File: config.mk
export PLATFORM = sky130hd
export DESIGN_NAME = adc_spi_sampler_flat
export DESIGN_NICKNAME = d
export VERILOG_FILES = /design/src/rtl/adc_spi_sampler_if.sv /design/src/rtl/adc_spi_sampler.sv /design/src/flat_wrapper.sv
export SDC_FILE = /design/constraint.sdc
export NUM_CORES = 1
export LEC_CHECK = 0
export CAP_MARGIN = 5
export CORE_ASPECT_RATIO = 1.25
export CORE_MARGIN = 4
export CORE_UTILIZATION = 55
export DETAILED_ROUTE_END_ITERATION = 10
export PLACE_DENSITY = 0.77
export SLEW_MARGIN = 40
export SYNTH_ARGS = -nofsm -noshare
export SYNTH_HDL_FRONTEND = slang
export SYNTH_SLANG_ARGS = --single-unit
File: constraint.sdc
create_clock -name clk -period 4.2 [get_ports clk]
set_clock_uncertainty 0.05 [all_clocks]
set_input_delay 1.05 -clock clk [delete_from_list [all_inputs] [get_ports clk]]
set_output_delay 1.05 -clock clk [all_outputs]
set_load 0.1 [all_outputs]
File: src/rtl/adc_spi_sampler_if.sv
// Pin-level bundle between the ADC sampler and its serial ADC / DSP sink.
// master: the sampler; slave: the ADC/sink side.
interface adc_spi_sampler_if #(
  parameter int DATA_DW = 12
);
  logic               en_i;
  logic               sdata_i;
  logic               cs_n_o;
  logic               sclk_o;
  logic               valid_o;
  logic [DATA_DW-1:0] data_o;
  logic               busy_o;
  logic               overrun_o;

  modport master (
    input  en_i, sdata_i,
    output cs_n_o, sclk_o, valid_o,
    output data_o, busy_o, overrun_o
  );

  modport slave (
    output en_i, sdata_i,
    input  cs_n_o, sclk_o, valid_o,
    input  data_o, busy_o, overrun_o
  );
endinterface

File: src/rtl/adc_spi_sampler.sv
// Periodic read-only serial ADC capture; emits one unsigned sample
// with a single-cycle valid strobe per conversion frame.
module adc_spi_sampler #(
  parameter int DATA_DW       = 12,
  parameter int LEAD_BITS     = 4,
  parameter int TRAIL_BITS    = 0,
  parameter int CLK_DIV       = 2,
  parameter int CS_SETUP      = 2,
  parameter int SAMPLE_PERIOD = 200
) (
  input  logic clk,
  input  logic rst,
  adc_spi_sampler_if.master bus
);

  localparam int N    = LEAD_BITS + DATA_DW + TRAIL_BITS;
  localparam int CMAX = (2 * CLK_DIV > CS_SETUP) ?
                        2 * CLK_DIV : CS_SETUP;
  localparam int CW   = $clog2(CMAX + 1);
  localparam int BW   = $clog2(N + 1);
  localparam int TW   = $clog2(SAMPLE_PERIOD);

  localparam logic [CW-1:0] SET_LAST = CW'(CS_SETUP - 1);
  localparam logic [CW-1:0] LOW_LAST = CW'(CLK_DIV - 1);
  localparam logic [CW-1:0] PER_LAST = CW'(2 * CLK_DIV - 1);
  localparam logic [BW-1:0] BIT_LAST = BW'(N - 1);
  localparam logic [TW-1:0] TMR_LAST = TW'(SAMPLE_PERIOD - 1);

  typedef enum logic [1:0] {
    IDLE,
    SETUP,
    SHIFT,
    DONE
  } state_t;

  state_t        state, state_d;
  logic [CW-1:0] cnt, cnt_d;
  logic [BW-1:0] bitn, bit_d;
  logic [TW-1:0] tmr;
  logic [N-1:0]  sr;
  logic          cs_d;
  logic          sclk_d;
  logic          valid_d;
  logic          shift_en;
  logic          trigger;

  assign trigger = bus.en_i && (tmr == '0);

  // Pin levels are computed one cycle ahead so they come straight from flops.
  always_comb begin
    state_d  = state;
    cnt_d    = cnt;
    bit_d    = bitn;
    cs_d     = 1'b1;
    sclk_d   = 1'b1;
    valid_d  = 1'b0;
    shift_en = 1'b0;
    unique case (state)
      IDLE: begin
        if (trigger) begin
          state_d = SETUP;
          cnt_d   = '0;
          cs_d    = 1'b0;
        end
      end
      SETUP: begin
        cs_d = 1'b0;
        if (cnt == SET_LAST) begin
          state_d = SHIFT;
          cnt_d   = '0;
          bit_d   = '0;
          sclk_d  = 1'b0;
        end else begin
          cnt_d = cnt + 1'b1;
        end
      end
      SHIFT: begin
        cs_d = 1'b0;
        if (cnt == PER_LAST) begin
          cnt_d = '0;
          if (bitn == BIT_LAST) begin
            state_d = DONE;
            cs_d    = 1'b1;
            valid_d = 1'b1;
          end else begin
            bit_d  = bitn + 1'b1;
            sclk_d = 1'b0;
          end
        end else begin
          cnt_d    = cnt + 1'b1;
          sclk_d   = (cnt >= LOW_LAST);
          shift_en = (cnt == LOW_LAST);
        end
      end
      DONE: begin
        state_d = IDLE;
      end
      default: begin
        state_d = IDLE;
      end
    endcase
  end

  always_ff @(posedge clk or posedge rst) begin
    if (rst) begin
      state         <= IDLE;
      cnt           <= '0;
      bitn          <= '0;
      tmr           <= '0;
      sr            <= '0;
      bus.cs_n_o    <= 1'b1;
      bus.sclk_o    <= 1'b1;
      bus.valid_o   <= 1'b0;
      bus.data_o    <= '0;
      bus.busy_o    <= 1'b0;
      bus.overrun_o <= 1'b0;
    end else begin
      state       <= state_d;
      cnt         <= cnt_d;
      bitn        <= bit_d;
      bus.cs_n_o  <= cs_d;
      bus.sclk_o  <= sclk_d;
      bus.valid_o <= valid_d;
      bus.busy_o  <= (state_d != IDLE);
      if (!bus.en_i) begin
        tmr <= '0;
      end else if (tmr == TMR_LAST) begin
        tmr <= '0;
      end else begin
        tmr <= tmr + 1'b1;
      end
      if (trigger && (state != IDLE)) begin
        bus.overrun_o <= 1'b1;
      end
      if (shift_en) begin
        sr <= {sr[N-2:0], bus.sdata_i};
      end
      if (valid_d) begin
        bus.data_o <= sr[TRAIL_BITS +: DATA_DW];
      end
    end
  end

endmodule

File: src/flat_wrapper.sv
// flat-port wrapper written by rule: the top's interface ports become plain ports
module adc_spi_sampler_flat 
#(
  parameter int DATA_DW       = 12,
  parameter int LEAD_BITS     = 4,
  parameter int TRAIL_BITS    = 0,
  parameter int CLK_DIV       = 2,
  parameter int CS_SETUP      = 2,
  parameter int SAMPLE_PERIOD = 200
)
  (clk, rst, bus_en_i, bus_sdata_i, bus_cs_n_o, bus_sclk_o, bus_valid_o, bus_data_o, bus_busy_o, bus_overrun_o);
  adc_spi_sampler_if #(.DATA_DW(DATA_DW)) bus_i ();
  input  logic clk;
  input  logic rst;
  input wire logic [$bits(bus_i.en_i)-1:0] bus_en_i;
  input wire logic [$bits(bus_i.sdata_i)-1:0] bus_sdata_i;
  output wire logic [$bits(bus_i.cs_n_o)-1:0] bus_cs_n_o;
  output wire logic [$bits(bus_i.sclk_o)-1:0] bus_sclk_o;
  output wire logic [$bits(bus_i.valid_o)-1:0] bus_valid_o;
  output wire logic [$bits(bus_i.data_o)-1:0] bus_data_o;
  output wire logic [$bits(bus_i.busy_o)-1:0] bus_busy_o;
  output wire logic [$bits(bus_i.overrun_o)-1:0] bus_overrun_o;
  assign bus_i.en_i = bus_en_i;
  assign bus_i.sdata_i = bus_sdata_i;
  assign bus_cs_n_o = bus_i.cs_n_o;
  assign bus_sclk_o = bus_i.sclk_o;
  assign bus_valid_o = bus_i.valid_o;
  assign bus_data_o = bus_i.data_o;
  assign bus_busy_o = bus_i.busy_o;
  assign bus_overrun_o = bus_i.overrun_o;
  adc_spi_sampler #(.DATA_DW(DATA_DW), .LEAD_BITS(LEAD_BITS), .TRAIL_BITS(TRAIL_BITS), .CLK_DIV(CLK_DIV), .CS_SETUP(CS_SETUP), .SAMPLE_PERIOD(SAMPLE_PERIOD)) u_core (.clk(clk), .rst(rst), .bus(bus_i));
endmodule
# Word-level counts from Yosys, hierarchy flattened
# Cells that the tools add are included.
# W data, S select, Z words.
[word_totals]
elab_cells = 61
output_inout_bits = 17
ff_bits = 47
inputBits = 4
[classes]
n_mux = 25
n_reduce_logical = 10
n_addsub = 3
order_cmp = 1
n_eq_ne = 11
[op_table]
columns = ["op", "count"]
rows = [
  ["$mux W8", 2],
  ["$mux W5", 3],
  ["$pmux W5 S2", 1],
  ["$mux W3", 3],
  ["$pmux W3 S3", 1],
  ["$add A8 B1 Y8 const B", 1],
  ["$eq A8 B8 Y1 const B", 1],
  ["$logic_not A8 Y1", 1],
  ["$mux W1", 8],
  ["$mux W2", 4],
  ["$pmux W2 S4", 1],
  ["$ne A2 B1 Y1 const B", 3],
  ["$reduce_bool A2 Y1", 3],
  ["$add A5 B1 Y5 const B", 1],
  ["$eq A5 B4 Y1 const B", 1],
  ["$eq A2 B2 Y1 const B", 2],
  ["$reduce_and A4 Y1", 1],
  ["$add A3 B1 Y3 const B", 1],
  ["$eq A3 B1 Y1 const B", 1],
  ["$eq A3 B2 Y1 const B", 1],
  ["$ge A3 B1 Y1 const B", 1],
  ["$pmux W1 S3", 1],
  ["$reduce_bool A3 Y1", 1],
  ["$eq A2 B1 Y1 const B", 1],
  ["5 further kinds", 6],
]

# Logic depth before layout (Yosys ltp)
[depth]
word_depth = 5
ltp_mapped = 8
depth_no_buf = 7

# Worst setup path before layout
# No wires, ideal clock.
[synth_timing]
kind = "input-to-reg"
startpoint = "in bus_en_i"
endpoint = "reg u_core.cnt[0]"
slack_ns = 2.135
n_path_buf = 0
t_arrival_ns = 1.890
t_required_ns = 4.025
path_stages = 4
path_cell_list = "nor2b_1 -> nand4b_2 -> a21oi_4 -> mux2_4"
[synth_via]
elab_chain_len = 3
[synth_lines]
columns = ["item", "line", "source"]
rows = [
  ["start: declaration", "flat_wrapper.sv:15", "input wire logic [$bits(bus_i.en_i)-1:0] bus_en_i;"],
  ["$logic_and A1 B1 Y1", "adc_spi_sampler.sv:47", "assign trigger = bus.en_i && (tmr == '0);"],
  ["$ne A2 B1 Y1 (no source line)", "--", ""],
  ["$reduce_and A2 Y1 (no source line)", "--", ""],
  ["end signal: assignment", "adc_spi_sampler.sv:119", "cnt <= cnt_d;"],
  ["end: declaration", "adc_spi_sampler.sv:37", "logic [CW-1:0] cnt, cnt_d;"],
]
# Every way passes these cells.
# A chain may end at the register's enable or synchronous reset.

# Final worst setup path
[layout_timing]
startpoint = "reg u_core.bitn[0]"
endpoint = "reg u_core.bus.busy_o"
[layout_via]
elab_chain_len = 5
[layout_lines]
columns = ["item", "line", "source"]
rows = [
  ["start: declaration", "adc_spi_sampler.sv:38", "logic [BW-1:0] bitn, bit_d;"],
  ["start signal: assignment", "adc_spi_sampler.sv:120", "bitn <= bit_d;"],
  ["$eq A5 B4 Y1", "adc_spi_sampler.sv:81", "if (bitn == BIT_LAST) begin"],
  ["$mux W2", "adc_spi_sampler.sv:81", ""],
  ["$mux W2", "adc_spi_sampler.sv:79", "if (cnt == PER_LAST) begin"],
  ["$pmux W2 S4", "adc_spi_sampler.sv:58", "unique case (state)"],
  ["$reduce_bool A2 Y1", "adc_spi_sampler.sv:124", "bus.busy_o <= (state_d != IDLE);"],
  ["end signal: assignment", "adc_spi_sampler.sv:124", ""],
  ["end: declaration", "adc_spi_sampler_if.sv:18", "output data_o, busy_o, overrun_o"],
]
# Every way passes these cells.

==> flow_summary_export.csv <==
group,metric,value,unit
sta,slew_violations,0,
setup_path,required,4.33,ns
setup_path,criticalPathCategory,"flip-flop to flip-flop",
clock_network,clock_path_buffers,2,
yosys,yosys.area_share.xor_xnor,1.99,%
floorplan,dieArea,0.00508,mm2
cells_and_area,final_util,64.5,%
setup_path,crit_chain,"ha_1 > and3_1 > ha_1 > nand3_1 > inv_1 > o32ai_1 > nand2_1",
yosys,synth_compound_area_share,7.28,%
yosys,synthMuxAreaShare,7.96,%
power_and_ir_drop,p_leak,0.00124,uW
yosys,synth_area,0.00220,mm2
setup_path,worst_setup_path_startpoint,"u_core.bitn[0]$_DFFE_PP0P_",
sta,final-setup-viol-count,0,
routing,num_vias,1441,
yosys,synth_area_per_cell,10.7,um2
sta,tightest_slew,0.808,ns
sta,max_slew_margin,45.4,%
power_and_ir_drop,p_sw,178,uW
sta,hold_violations,0,
clock_network,cts_inserted_buffers,5,
power_and_ir_drop,internal_power,607,uW
clock_network,clkTransAtPathRegs,0.09,ns
yosys,synth_adder_area_share,7.39,%
setup_path,critPathArrivalTime,2.68,ns
sta,hold_ws,0.422,ns
power_and_ir_drop,powerDensity,319,mW/mm2
cells_and_area,n_antenna_cell,0,
place,gp_congestion,0.791,
hold_path,hold_class,"flip-flop to flip-flop",
global_routing,grt_max_degree,48,
sta,period_share,60.9,%
clock_network,ctsHoldBuffers,0,
floorplan,core,0.00382,mm2
setup_path,cpPeakStageDelay,0.43,ns
clock_network,post_cts_buffers,0,
setup_path,crit_buf_inv,1,
sta,rsz0062_at_grt,"false",
yosys,yosysUniqueCellTypes,41,
run,cap_violations,0,
yosys,syn_inst,205,
setup_path,critPathTopFamily,"simple AND/OR/NAND/NOR gates",
clock_network,cts_sinks,47,
yosys,netlist.area_leader.share,51.2,%
floorplan,num_io_pins,21,
routing,ant_nets,0,
yosys,yosysWarnings,0,
setup_path,r2r_start,"u_core.bitn[0]$_DFFE_PP0P_",
setup_path,crit_slowest_cell,"dfrtp_1",
setup_path,critPathMaxFanout,14,
power_and_ir_drop,finalPower,785,uW
power_and_ir_drop,share_clk_of_total_power,36.9,%
yosys,synth_edf_count,0,
yosys,synthArstFlopShare,100,%
global_routing,grt_overflow,0,
power_and_ir_drop,swShare,22.7,%
setup_path,path_common_cell,"ha_1",
cells_and_area,fill_cells,337,
place,io_buffers,20,
routing,wl_per_cell,12.7,um
clock_network,htreeDepth,2,
yosys,yosysMostFrequentCell,"nand2_1",
yosys,ys.flop_type,"dfrtp_1",
cells_and_area,syn2layout_area_growth,11.9,%
place,dp_hpwl,2550,um
setup_path,end_kind,"flip-flop",
cells_and_area,nNetsFinal,244,
yosys,synth_seq_area_share,53.6,%
clock_network,tritoncts,"yes",
floorplan,initial_core_util,57.6,%
sta,period_needed,2.56,ns
clock_network,worstSkewPairLatency,0.30,ns
floorplan,die_x,64.6,um
sta,setup_tns,0,ns
power_and_ir_drop,peakVddDrop,0.204,mV
routing,drt_iter0_drc,61,
global_routing,grt_util_all_layers,16.5,%
routing,vias_per_cell,5.11,
floorplan,row_count,25,
setup_path,cp-start-kind,"flip-flop",
yosys,synthSimpleGateAreaFrac,18.0,%
global_routing,antenna_found_initial,0,
yosys,yosys-top-cells-area,"dfrtp_1 51%, nand2_1 8.0%, ha_1 7.4%, mux2_2 6.1%, inv_1 2.7%",
floorplan,die_y,78.7,um
routing,wirelength,3590,um
hold_path,hp-start,"u_core.bus.data_o[8]$_DFFE_PP0P_",
sta,clock.fmax,0.391,GHz
yosys,synth_nets,222,
clock_network,root_buffer,"clkbuf_8",
power_and_ir_drop,pwr-share-comb,3.7,%
cells_and_area,layout-drive-gt1-share,21.1,%
clock_network,cts_resized,0,
global_routing,grt_pass1_vias,1482,
routing,first_pass_iters,4,
yosys,ys_ff_latch,47,
routing,drc,0,
global_routing,grt_pass1_wl,6600,um
yosys,synth_top_family_by_area,"simple AND/OR/NAND/NOR gates",
yosys,synth.cells.most_frequent,"47 x nand2_1, 45 x dfrtp_1, 16 x inv_1",
power_and_ir_drop,sequentialPowerShare,59.4,%
status,status,"finished clean",
yosys,synth_top_area_cell,"dfrtp_1",
flip-flops by register name, summed over array words and instances, names as in the netlist:
name / flops
u_core.bitn: 5
u_core.bus.busy_o: 1
u_core.bus.cs_n_o: 1
u_core.bus.data_o: 12
u_core.bus.overrun_o: 1
u_core.bus.sclk_o: 1
u_core.bus.valid_o: 1
u_core.cnt: 3
u_core.sr: 12
u_core.state: 2
u_core.tmr: 8
per-layer routing:
layer / track usage [%] / wire length (um) / vias up
li1: - / - / 731
met1: 20.4 / 1620 / 690
met2: 28.1 / 1800 / 15
met3: 3.82 / 108 / 5
met4: 6.34 / 61 / 0
met5: 0 / 0 / -
power groups by stage:
stage | Clock, uW | Sequential [uW] | Combinational [uW]
CTS | 296 | 467 | 30.2
floorplan | 0 | 474 | 21.8
global route | 316 | 468 | 33.4
finish | 289 | 466 | 29.2
global placement | 0 | 475 | 29.0
detailed placement | 0 | 476 | 30.1
cells in the final DEF, fill, tap and decap left out, types with 6 or more instances in the layout:
cell type and instances:
mux2_2 12, buf_2 17, nand3_1 6, ha_1 13, o21ai_0 6, nor2_1 8, inv_1 15, nand2_1 47
clkbuf_8 6, dfrtp_1 45
kinds of logic (layout without fill, tap and decap cells):
group,after synthesis,in the layout
fa+ha+maj,13,13
flops,47,47
mux,15,15
buf+inv,21,44
simple gates,81,81
xor+xnor,5,5
compound gates,23,23
tightest hold or removal path, cell delays in order (launching register included):
cell and delay [ns]:
dfrtp_1 0.34, nand2_1 0.05, nand2_1 0.05
stage by stage:
step                      worst slack (ns)  cells  area (um2)
after global placement                1.49    274        2440
after floorplan                       1.99    205        2200
after CTS                             1.56    282        2460
after global routing                  1.38    282        2460
final                                 1.64    282        2460
after detailed placement              1.51    274        2360
worst paths after layout:
kind	to	slack (ns)	depth (start not counted)
max	u_core.bus.busy_o$_DFF_PP0_	1.64	7
min	u_core.bus.data_o[8]$_DFFE_PP0P_	0.42	2
max reg2reg	u_core.bus.busy_o$_DFF_PP0_	1.64	7
min reg2reg	u_core.bus.data_o[8]$_DFFE_PP0P_	0.42	2
max in group asynchronous	u_core.bus.cs_n_o$_DFF_PP1_	2.62	2
min in group asynchronous	u_core.tmr[4]$_DFF_PP0_	1.11	2
area by class of cell:
cell class	count	area [um2]	share of cell area (%)
Inverter	16	62.6	2.54
Clock buffer	6	82.6	3.36
Multi-Input combinational cell	137	938	38.1
Timing Repair Buffer	20	115	4.68
Sequential cell	47	1180	47.9
Tap cell	54	67.6	2.75
Clock inverter	2	16.3	0.661
Note: power is estimated with default switching activity, not from simulation.
